==> src/rtl/core_pipmem.sv <==
// core_pipmem: memory-access stage. Issues byte/half/word loads and stores
// over a req/gnt/rvalid port, aligns and extends load data, and produces a
// one-cycle register-file write. o_StallEn holds the pipeline while a memory
// transaction is in flight.
module core_pipmem #(
  parameter int unsigned MAX_WAIT = 255
) (
  input  logic        i_Clk,
  input  logic        i_Rstn,
  input  logic        i_LD_WR,
  input  logic        i_WriteEn,
  input  logic [3:0]  i_Oper_sel,
  input  logic [4:0]  i_RegFAddr,
  input  logic [31:0] i_WriteAddr,
  input  logic [31:0] i_WriteData,
  output logic        o_DMem_req,
  output logic        o_DMem_we,
  output logic [3:0]  o_DMem_be,
  output logic [31:0] o_DMem_addr,
  output logic [31:0] o_DMem_wdata,
  input  logic        i_DMem_gnt,
  input  logic        i_DMem_rvalid,
  input  logic [31:0] i_DMem_rdata,
  output logic        o_RegWrEn,
  output logic [4:0]  o_RegFAddr,
  output logic [31:0] o_RegFData,
  output logic        o_StallEn,
  output logic        o_Event
);

  // Operation-select encoding shared with the execute stage.
  localparam logic [3:0] OP_LB  = 4'd0;
  localparam logic [3:0] OP_LH  = 4'd1;
  localparam logic [3:0] OP_LW  = 4'd2;
  localparam logic [3:0] OP_LBU = 4'd3;
  localparam logic [3:0] OP_LHU = 4'd4;
  localparam logic [3:0] OP_SB  = 4'd5;
  localparam logic [3:0] OP_SH  = 4'd6;
  localparam logic [3:0] OP_SW  = 4'd7;

  localparam logic [7:0] WAIT_LIMIT = 8'(MAX_WAIT);

  typedef enum logic [1:0] {S_IDLE, S_REQ, S_WAIT} state_t;

  state_t      state_reg, state_next;
  logic [7:0]  cnt_reg, cnt_next;
  logic        req_reg, req_next;
  logic        we_reg, we_next;
  logic [3:0]  be_reg, be_next;
  logic [31:0] addr_reg, addr_next;
  logic [31:0] wdata_reg, wdata_next;
  logic [3:0]  op_reg, op_next;
  logic [1:0]  lane_reg, lane_next;
  logic [4:0]  rd_reg, rd_next;
  logic        regwr_reg, regwr_next;
  logic [4:0]  regaddr_reg, regaddr_next;
  logic [31:0] regdata_reg, regdata_next;
  logic        event_reg, event_next;

  // Decode of the incoming EX bundle (only meaningful in IDLE).
  logic        is_store, is_load;
  logic        op_is_st, op_is_ld, op_half, op_word;
  logic        misalign, bad_access;
  logic [3:0]  st_be;
  logic [31:0] st_wdata;

  // Load-data lane selection.
  logic [7:0]  rd_byte [4];
  logic [7:0]  sel_byte;
  logic [15:0] sel_half;
  logic [31:0] ld_data;
  logic [7:0]  cnt_inc;

  assign is_store = i_WriteEn;
  assign is_load  = i_LD_WR & ~i_WriteEn;
  assign cnt_inc  = cnt_reg + 8'd1;

  // Classify the op and detect misalignment / illegal op for the request.
  always_comb begin
    op_is_st = (i_Oper_sel == OP_SB) || (i_Oper_sel == OP_SH) || (i_Oper_sel == OP_SW);
    op_is_ld = (i_Oper_sel == OP_LB) || (i_Oper_sel == OP_LH) || (i_Oper_sel == OP_LW) ||
               (i_Oper_sel == OP_LBU) || (i_Oper_sel == OP_LHU);
    op_half  = (i_Oper_sel == OP_LH) || (i_Oper_sel == OP_LHU) || (i_Oper_sel == OP_SH);
    op_word  = (i_Oper_sel == OP_LW) || (i_Oper_sel == OP_SW);
    misalign = (op_half && i_WriteAddr[0]) || (op_word && (i_WriteAddr[1:0] != 2'b00));
    bad_access = (is_store && (!op_is_st || misalign)) ||
                 (is_load  && (!op_is_ld || misalign));
  end

  // Store byte enables and lane-replicated write data.
  always_comb begin
    st_be    = 4'b1111;
    st_wdata = i_WriteData;
    case (i_Oper_sel)
      OP_SB: begin
        st_be    = 4'b0001 << i_WriteAddr[1:0];
        st_wdata = {4{i_WriteData[7:0]}};
      end
      OP_SH: begin
        st_be    = i_WriteAddr[1] ? 4'b1100 : 4'b0011;
        st_wdata = {2{i_WriteData[15:0]}};
      end
      default: begin
        st_be    = 4'b1111;
        st_wdata = i_WriteData;
      end
    endcase
  end

  genvar gi;
  generate
    for (gi = 0; gi < 4; gi++) begin : g_lane
      assign rd_byte[gi] = i_DMem_rdata[8*gi +: 8];
    end
  endgenerate

  // Extract and extend the addressed lane of the returned word.
  always_comb begin
    sel_byte = rd_byte[lane_reg];
    sel_half = lane_reg[1] ? i_DMem_rdata[31:16] : i_DMem_rdata[15:0];
    case (op_reg)
      OP_LB:   ld_data = {{24{sel_byte[7]}}, sel_byte};
      OP_LBU:  ld_data = {24'd0, sel_byte};
      OP_LH:   ld_data = {{16{sel_half[15]}}, sel_half};
      OP_LHU:  ld_data = {16'd0, sel_half};
      default: ld_data = i_DMem_rdata;
    endcase
  end

  // Next-state and next-output logic for the IDLE/REQ/WAIT controller.
  always_comb begin
    state_next   = state_reg;
    cnt_next     = cnt_reg;
    req_next     = req_reg;
    we_next      = we_reg;
    be_next      = be_reg;
    addr_next    = addr_reg;
    wdata_next   = wdata_reg;
    op_next      = op_reg;
    lane_next    = lane_reg;
    rd_next      = rd_reg;
    regwr_next   = 1'b0;
    regaddr_next = regaddr_reg;
    regdata_next = regdata_reg;
    event_next   = 1'b0;
    case (state_reg)
      S_IDLE: begin
        if (bad_access) begin
          // Faulting access: report it and stay put, nothing is issued.
          event_next = 1'b1;
        end else if (is_store) begin
          state_next = S_REQ;
          cnt_next   = 8'd0;
          req_next   = 1'b1;
          we_next    = 1'b1;
          be_next    = st_be;
          addr_next  = {i_WriteAddr[31:2], 2'b00};
          wdata_next = st_wdata;
          // A store that also carries the load flag is still executed.
          event_next = i_LD_WR;
        end else if (is_load) begin
          state_next = S_REQ;
          cnt_next   = 8'd0;
          req_next   = 1'b1;
          we_next    = 1'b0;
          be_next    = 4'b1111;
          addr_next  = {i_WriteAddr[31:2], 2'b00};
          op_next    = i_Oper_sel;
          lane_next  = i_WriteAddr[1:0];
          rd_next    = i_RegFAddr;
        end else begin
          regwr_next   = (i_RegFAddr != 5'd0);
          regaddr_next = i_RegFAddr;
          regdata_next = i_WriteData;
        end
      end
      S_REQ: begin
        cnt_next = cnt_inc;
        if (i_DMem_gnt) begin
          req_next   = 1'b0;
          cnt_next   = 8'd0;
          state_next = we_reg ? S_IDLE : S_WAIT;
        end else if (cnt_inc == WAIT_LIMIT) begin
          req_next   = 1'b0;
          event_next = 1'b1;
          state_next = S_IDLE;
        end
      end
      S_WAIT: begin
        cnt_next = cnt_inc;
        if (i_DMem_rvalid) begin
          regwr_next   = (rd_reg != 5'd0);
          regaddr_next = rd_reg;
          regdata_next = ld_data;
          state_next   = S_IDLE;
        end else if (cnt_inc == WAIT_LIMIT) begin
          event_next = 1'b1;
          state_next = S_IDLE;
        end
      end
      default: state_next = S_IDLE;
    endcase
  end

  // State and output registers; reset clears everything including the port.
  always_ff @(posedge i_Clk) begin
    if (!i_Rstn) begin
      state_reg   <= S_IDLE;
      cnt_reg     <= 8'd0;
      req_reg     <= 1'b0;
      we_reg      <= 1'b0;
      be_reg      <= 4'd0;
      addr_reg    <= 32'd0;
      wdata_reg   <= 32'd0;
      op_reg      <= 4'd0;
      lane_reg    <= 2'd0;
      rd_reg      <= 5'd0;
      regwr_reg   <= 1'b0;
      regaddr_reg <= 5'd0;
      regdata_reg <= 32'd0;
      event_reg   <= 1'b0;
    end else begin
      state_reg   <= state_next;
      cnt_reg     <= cnt_next;
      req_reg     <= req_next;
      we_reg      <= we_next;
      be_reg      <= be_next;
      addr_reg    <= addr_next;
      wdata_reg   <= wdata_next;
      op_reg      <= op_next;
      lane_reg    <= lane_next;
      rd_reg      <= rd_next;
      regwr_reg   <= regwr_next;
      regaddr_reg <= regaddr_next;
      regdata_reg <= regdata_next;
      event_reg   <= event_next;
    end
  end

  assign o_DMem_req   = req_reg;
  assign o_DMem_we    = we_reg;
  assign o_DMem_be    = be_reg;
  assign o_DMem_addr  = addr_reg;
  assign o_DMem_wdata = wdata_reg;
  assign o_RegWrEn    = regwr_reg;
  assign o_RegFAddr   = regaddr_reg;
  assign o_RegFData   = regdata_reg;
  assign o_StallEn    = (state_reg != S_IDLE);
  assign o_Event      = event_reg;

endmodule

==> config.mk <==
export PLATFORM = sky130hd
export DESIGN_NAME = core_pipmem
export DESIGN_NICKNAME = d
export VERILOG_FILES = /design/src/rtl/core_pipmem.sv
export SDC_FILE = /design/constraint.sdc
export NUM_CORES = 1
export LEC_CHECK = 0
export CORE_MARGIN = 2
export CORE_UTILIZATION = 38
export CTS_BUF_LIST = sky130_fd_sc_hd__clkbuf_16
export CTS_CLUSTER_SIZE = 25
export DETAILED_ROUTE_END_ITERATION = 7
export HOLD_SLACK_MARGIN = 0.06
export PLACE_DENSITY_LB_ADDON = 0.08
export REMOVE_ABC_BUFFERS = 1
export SYNTH_ARGS = -nofsm -noshare
export SYNTH_HDL_FRONTEND = slang
export SYNTH_SLANG_ARGS = --single-unit
export TNS_END_PERCENT = 20
==> constraint.sdc <==
create_clock -name i_Clk -period 1.8 [get_ports i_Clk]
set_input_delay 0.36 -clock i_Clk [delete_from_list [all_inputs] [get_ports i_Clk]]
set_output_delay 0.36 -clock i_Clk [all_outputs]
set_load 0.01 [all_outputs]
## Yosys cells after proc, flatten, opt, wreduce, memory -nomap -nowiden

Cells that the tools add are included.

| cells by class | value |
|---|---|
| reduce and logical (&&, ||, !) cells | 37 |
| shift operators | 1 |
| bitwise gates (word level) | 4 |
| magnitude comparators | 1 |
| equality and inequality tests | 19 |
| muxes and demuxes | 54 |
| add/subtract/negate cells | 1 |

Operator list:

| kind | count |
|---|---|
| $mux 32 | 6 |
| $pmux 32 s2 | 2 |
| $pmux 32 s4 | 1 |
| $mux 8 | 6 |
| $pmux 8 s3 | 1 |
| $eq 4x3->1 const B | 5 |
| $mux 5 | 4 |
| $bmux 8 s2 | 1 |
| $mux 1 | 16 |
| $mux 16 | 1 |
| $mux 2 | 7 |
| $logic_or 1x1->1 | 13 |
| $eq 4x2->1 const B | 3 |
| $mux 4 | 3 |
| $pmux 5 s2 | 1 |
| $reduce_bool 2->1 | 5 |
| $reduce_bool 5->1 | 2 |
| $reduce_and 3->1 | 3 |
| $add 8x1->8 const B | 1 |
| $eq 4x1->1 const B | 2 |
| $eq 8x8->1 const B | 1 |
| $logic_not 4->1 | 2 |
| $ne 2x2->1 const B | 4 |
| $pmux 4 s2 | 1 |
| other kinds (18) | 26 |

| storage, ports and cells | value |
|---|---|
| bits of input ports | 111 |
| output and inout port bits | 110 |
| logic and storage cells | 131 |
| flip-flop bits (word level) | 130 |

## Depth between registers and ports, before layout

| depth | value |
|---|---|
| depth after elaboration | 11 |
| gate-level depth with buffers | 9 |

## Worst setup path before layout

No wires, ideal clock.

| timing path | value |
|---|---|
| path kind | reg-to-reg |
| from | register cnt_reg[0] |
| to | register state_reg[1] |
| path buffers | 0 |
| setup time | 0.117 ns |
| stages on the path, launching flop included | 7 |
| setup slack | -0.163 ns |
| data arrival time | 1.846 ns |
| required time | 1.683 ns |
| clock period less this slack | 1.963 ns |
| cell sequence | dfxtp_1 > ha_1 > nand3_2 > or3_4 > a2111oi_4 > o22ai_1 > a32o_1 |

| between the ends | value |
|---|---|
| cells in the longest elaborated chain, start to end | 5 |
| elaborated cells on any way between the ends | 6 |
| those cells by class | add/sub: 1; eq/ne: 1; mux: 4 |

Ends and longest elaborated chain:

| item | RTL line | RTL |
|---|---|---|
| from (decl) | 46 | `logic [7:0] cnt_reg, cnt_next;` |
| from (signal assigned) | 224 | `cnt_reg <= cnt_next;` |
| $add 8x1->8 * | 76 | `assign cnt_inc = cnt_reg + 8'd1;` |
| $eq 8x8->1 * | 183, 196 |  |
| $mux 2 * | - |  |
| $mux 2 (on tied branches) | - |  |
| $pmux 2 s3 * | - |  |
| to (signal assigned) | 223 | `state_reg <= state_next;` |
| to (decl) | 45 | `state_t state_reg, state_next;` |

Every way passes the cells marked *; elsewhere a longest branch is shown, timed or not.
A chain may end at the register's enable or synchronous reset.

## Worst setup path in the final report

| timing path | value |
|---|---|
| from | register cnt_reg[1] |
| to | register req_reg (netlist: o_DMem_req) |

| between the ends | value |
|---|---|
| cells in the longest elaborated chain, start to end | 4 |

Ends and longest elaborated chain:

| item | RTL line | RTL |
|---|---|---|
| $add 8x1->8 | 76 |  |
| $eq 8x8->1 | 183 | `end else if (cnt_inc == WAIT_LIMIT) begin` |
| $ne 3x3->1 (no line) | - |  |
| $reduce_and 4->1 (no line) | - |  |
| to (signal assigned) | 225 | `req_reg <= req_next;` |
| to (decl) | 47 | `logic req_reg, req_next;` |

No other way between the ends.

==> flow_summary_export.csv <==
group,metric,value,unit
detailed_routing,drc,0,
hold_path,hp-class,"reg -> reg",
critical_path,cp_cell_sequence,"ha_4 -> nand3_4 -> or3_4 -> a2111oi_4 -> inv_1 -> a21oi_2 -> o211a_1",
hold_path,min_path_cells,2,
cts,cts_buffer_depth,2,
critical_path,cp.arrival,2230,ps
cts,cts.clk_slew.worst_paths,60,ps
final_layout,synthToLayoutAreaGrowth,62.52,%
floorplanning,dieWidth,132.4,µm
sta,setup_violations,3,
floorplanning,dieArea,17520,µm²
global_routing,gr-total-overflow,0,
logic_synthesis,postSynth.topFlopCell,"dfxtp_1",
detailed_routing,wirelength,21800,µm
floorplanning,row_count,46,
logic_synthesis,yosysWarningCount,0,
power_and_ir_drop,total_power,10.61,mW
cts,cts.sinks,128,
power_and_ir_drop,p_sw_share,29.16,%
logic_synthesis,synth_top_area_cell,"dfxtp_1",
floorplanning,io_pins,221,
critical_path,start_kind,"flop",
floorplanning,core_area,16000,µm²
outcome,violations,"negative setup slack",
logic_synthesis,syn_inst,714,
sta,tns,-148.9,ps
cts,numCtsBuffers,17,
logic_synthesis,synth_cell_types,65,
global_routing,antenna_found_initial,1,
critical_path,reg2reg_slack,-70,ps
detailed_routing,ant_nets,0,
logic_synthesis,yosysSeqAreaShare,40.92,%
sta,rsz0062_at_grt,"yes",
sta,skew,14.49,ps
cts,cts_root_buf,"clkbuf_16",
logic_synthesis,async_flop_share,0,%
logic_synthesis,yosys-top-cells-area,"dfxtp_1 (41%), mux2i_1 (9.9%), nor2_1 (5.5%), nand2_1 (4.7%), a21oi_1 (4.0%)",
global_routing,grt_use_total,24.22,%
floorplanning,start_util,39.14,%
critical_path,r2r_cells,7,
final_layout,nNetsFinal,1107,
critical_path,reg2reg_from,"cnt_reg[1]",
power_and_ir_drop,p_comb_share,31.6,%
sta,final_max_slew_viol_count,0,
critical_path,worstSetupPathType,"reg -> reg",
cts,clock_latency,420,ps
power_and_ir_drop,netSwitchingPower,3.093,mW
critical_path,crit_slowest_cell,"a2111oi_4",
final_layout,drive_gt1_share,19.56,%
detailed_routing,drtPass1Iterations,5,
detailed_routing,drt_iter0_markers,398,
detailed_routing,via_per_inst,5.387,
logic_synthesis,ys_ff_latch,128,
outcome,status,"finished with violations",
power_and_ir_drop,p_leak,3.923,nW
power_and_ir_drop,peakVddDrop,0.6749,mV
job,cap_violations,0,
floorplanning,chipHeight,132.4,µm
power_and_ir_drop,pwr-share-clk,35.7,%
hold_path,whs_endpoint,"o_DMem_wdata[4]",
sta,hold_viol_final,0,
detailed_routing,num_vias,6561,
logic_synthesis,synth_edf_count,0,
logic_synthesis,synth_top_area_share,40.92,%
critical_path,critPathMaxStageDelay,410,ps
sta,max_freq,535.5,MHz
sta,finalWorstSetupSlack,-67.30,ps
cts,ctsHtreeMaxLevel,4,
power_and_ir_drop,power_frac_seq,32.7,%
critical_path,crit_path_max_fanout,4,
placement,port_buffers,218,
critical_path,worstReg2RegEnd,"o_DMem_req",
power_and_ir_drop,powerDensity,1042,nW/µm²
logic_synthesis,synth_area,6262,µm²
critical_path,cp-end-kind,"flop",
critical_path,crit_required,2160,ps
critical_path,startpoint,"cnt_reg[1]",
sta,fin_crit,1867,ps
placement,routabilityCongestion,0.8368,
detailed_routing,detail_route.wl_per_cell,17.90,µm
cts,cts_tree,"built",
placement,dp_hpwl,16000,µm
logic_synthesis,avgSynthCellArea,8.771,µm²
global_routing,grt_start_max_net_pins,34,
global_routing,grt_pass1_wl,33890,µm
power_and_ir_drop,intPower,7.513,mW
global_routing,first_global_vias,6562,
final_layout,antenna_cells,0,
sta,period_share,103.7,%
hold_path,hp-start,"o_DMem_wdata[4]",
layout make-up:
type	instances	area [µm²]
Fill cell	1371	5823
Multi-Input combinational cell	514	3537
Clock inverter	14	215.2
Inverter	12	47.55
Timing Repair Buffer	317	3108
Sequential cell	128	2574
Tap cell	216	270.3
Clock buffer	17	425.4
layout by cell type, fill, tap and decap left out, drive strengths merged, types with 4 or more instances in the layout:
cell / instances
nand3: 6
a221o: 8
a211oi: 29
bufinv: 5
clkbuf: 19
nor3b: 8
nand2b: 5
dfxtp: 128
o211ai: 17
clkinvlp: 4
o22ai: 10
mux2: 8
nor3: 4
o21ai: 34
or2: 9
mux2i: 62
nor2b: 9
a221oi: 18
a21oi: 53
clkdlybuf4s50: 211
inv: 13
nand2: 79
ha: 6
or4: 4
o221ai: 7
nor2: 91
a222oi: 8
clkinv: 4
dlygate4sd2: 5
buf: 97
what timing repair did:
item | CTS | global route
cloned | 1 | 2
gates resized for setup | 27 | 27
pin swaps | 10 | 3
setup endpoints to repair | 105 | 98
hold buffers | 0 | 0
setup buffers | 4 | 1
hold endpoints to repair | 0 | 0
Yosys cell counts (all sizes together) (12+ instances only):
cell type / instances
a21oi: 53
buf: 30
o211ai: 17
o21ai: 34
nor2: 91
inv: 12
a221oi: 18
dfxtp: 128
a211oi: 29
clkbuf: 31
mux2i: 62
nand2: 79
worst max-delay path by stage:
stage                     slack, ps  depth (start not counted)               to
after detailed placement       -600                          8        rd_reg[3]
after CTS                       -50                          7       o_DMem_req
final                           -70                          7       o_DMem_req
after global routing           -150                          7       o_DMem_req
after floorplan               -1830                          6  o_DMem_addr[10]
after global placement         -470                          8      lane_reg[1]
worst max-delay path: cells and delay by family (launching register included):
kind	cells	cell delay, ps
DFF	1	350
adders and majority gates	1	160
and+or+nand+nor	2	430
AOI/OAI and AO/OA	3	730
buffers and inverters	1	140
per-stage QoR:
step	cell area [µm²]	setup slack (ps)	hold WS (ps)	util, %	cells
after detailed placement	9230	-600.2	446.9	57.69	1179
final	10180	-67.30	452.0	63.61	1218
after CTS	10010	-51.76	454.4	62.56	1215
after global routing	10180	-152.8	468.1	63.61	1218
after global placement	9230	-467.9	443.1	57.69	1179
after floorplan	5961	-1830	464.9	-	654
kinds of logic (layout without fill, tap and decap cells):
kind of cell | count (synthesis) | in the layout | share of synthesized area [%]
AO/OA/AOI/OAI | 199 | 199 | 23.14
adder cells (fa/ha/maj) | 6 | 6 | 1.199
AND/OR/NAND/NOR | 232 | 232 | 17.04
flip-flops | 128 | 128 | 40.92
XOR/XNOR | 5 | 5 | 0.6994
buffers and inverters | 73 | 360 | 5.594
other | 1 | 2 | 0.05988
multiplexers | 70 | 70 | 11.35
power groups by stage:
stage | Combinational, mW | Sequential, mW | Clock (mW)
final | 3.35 | 3.47 | 3.79
after global routing | 3.58 | 3.51 | 3.98
after CTS | 3.12 | 3.46 | 3.84
after detailed placement | 3.04 | 3.52 | 0
after global placement | 3.00 | 3.50 | 0
after floorplan | 1.10 | 3.67 | 0
per-layer routing:
metal / GRT usage, % / share of wire, %
met1: 28.28 / 41
met2: 41.34 / 49
met3: 8.151 / 8.4
met4: 8.662 / 1.7
met5: 0 / 0.050
Power figures use the tool's default switching activity.
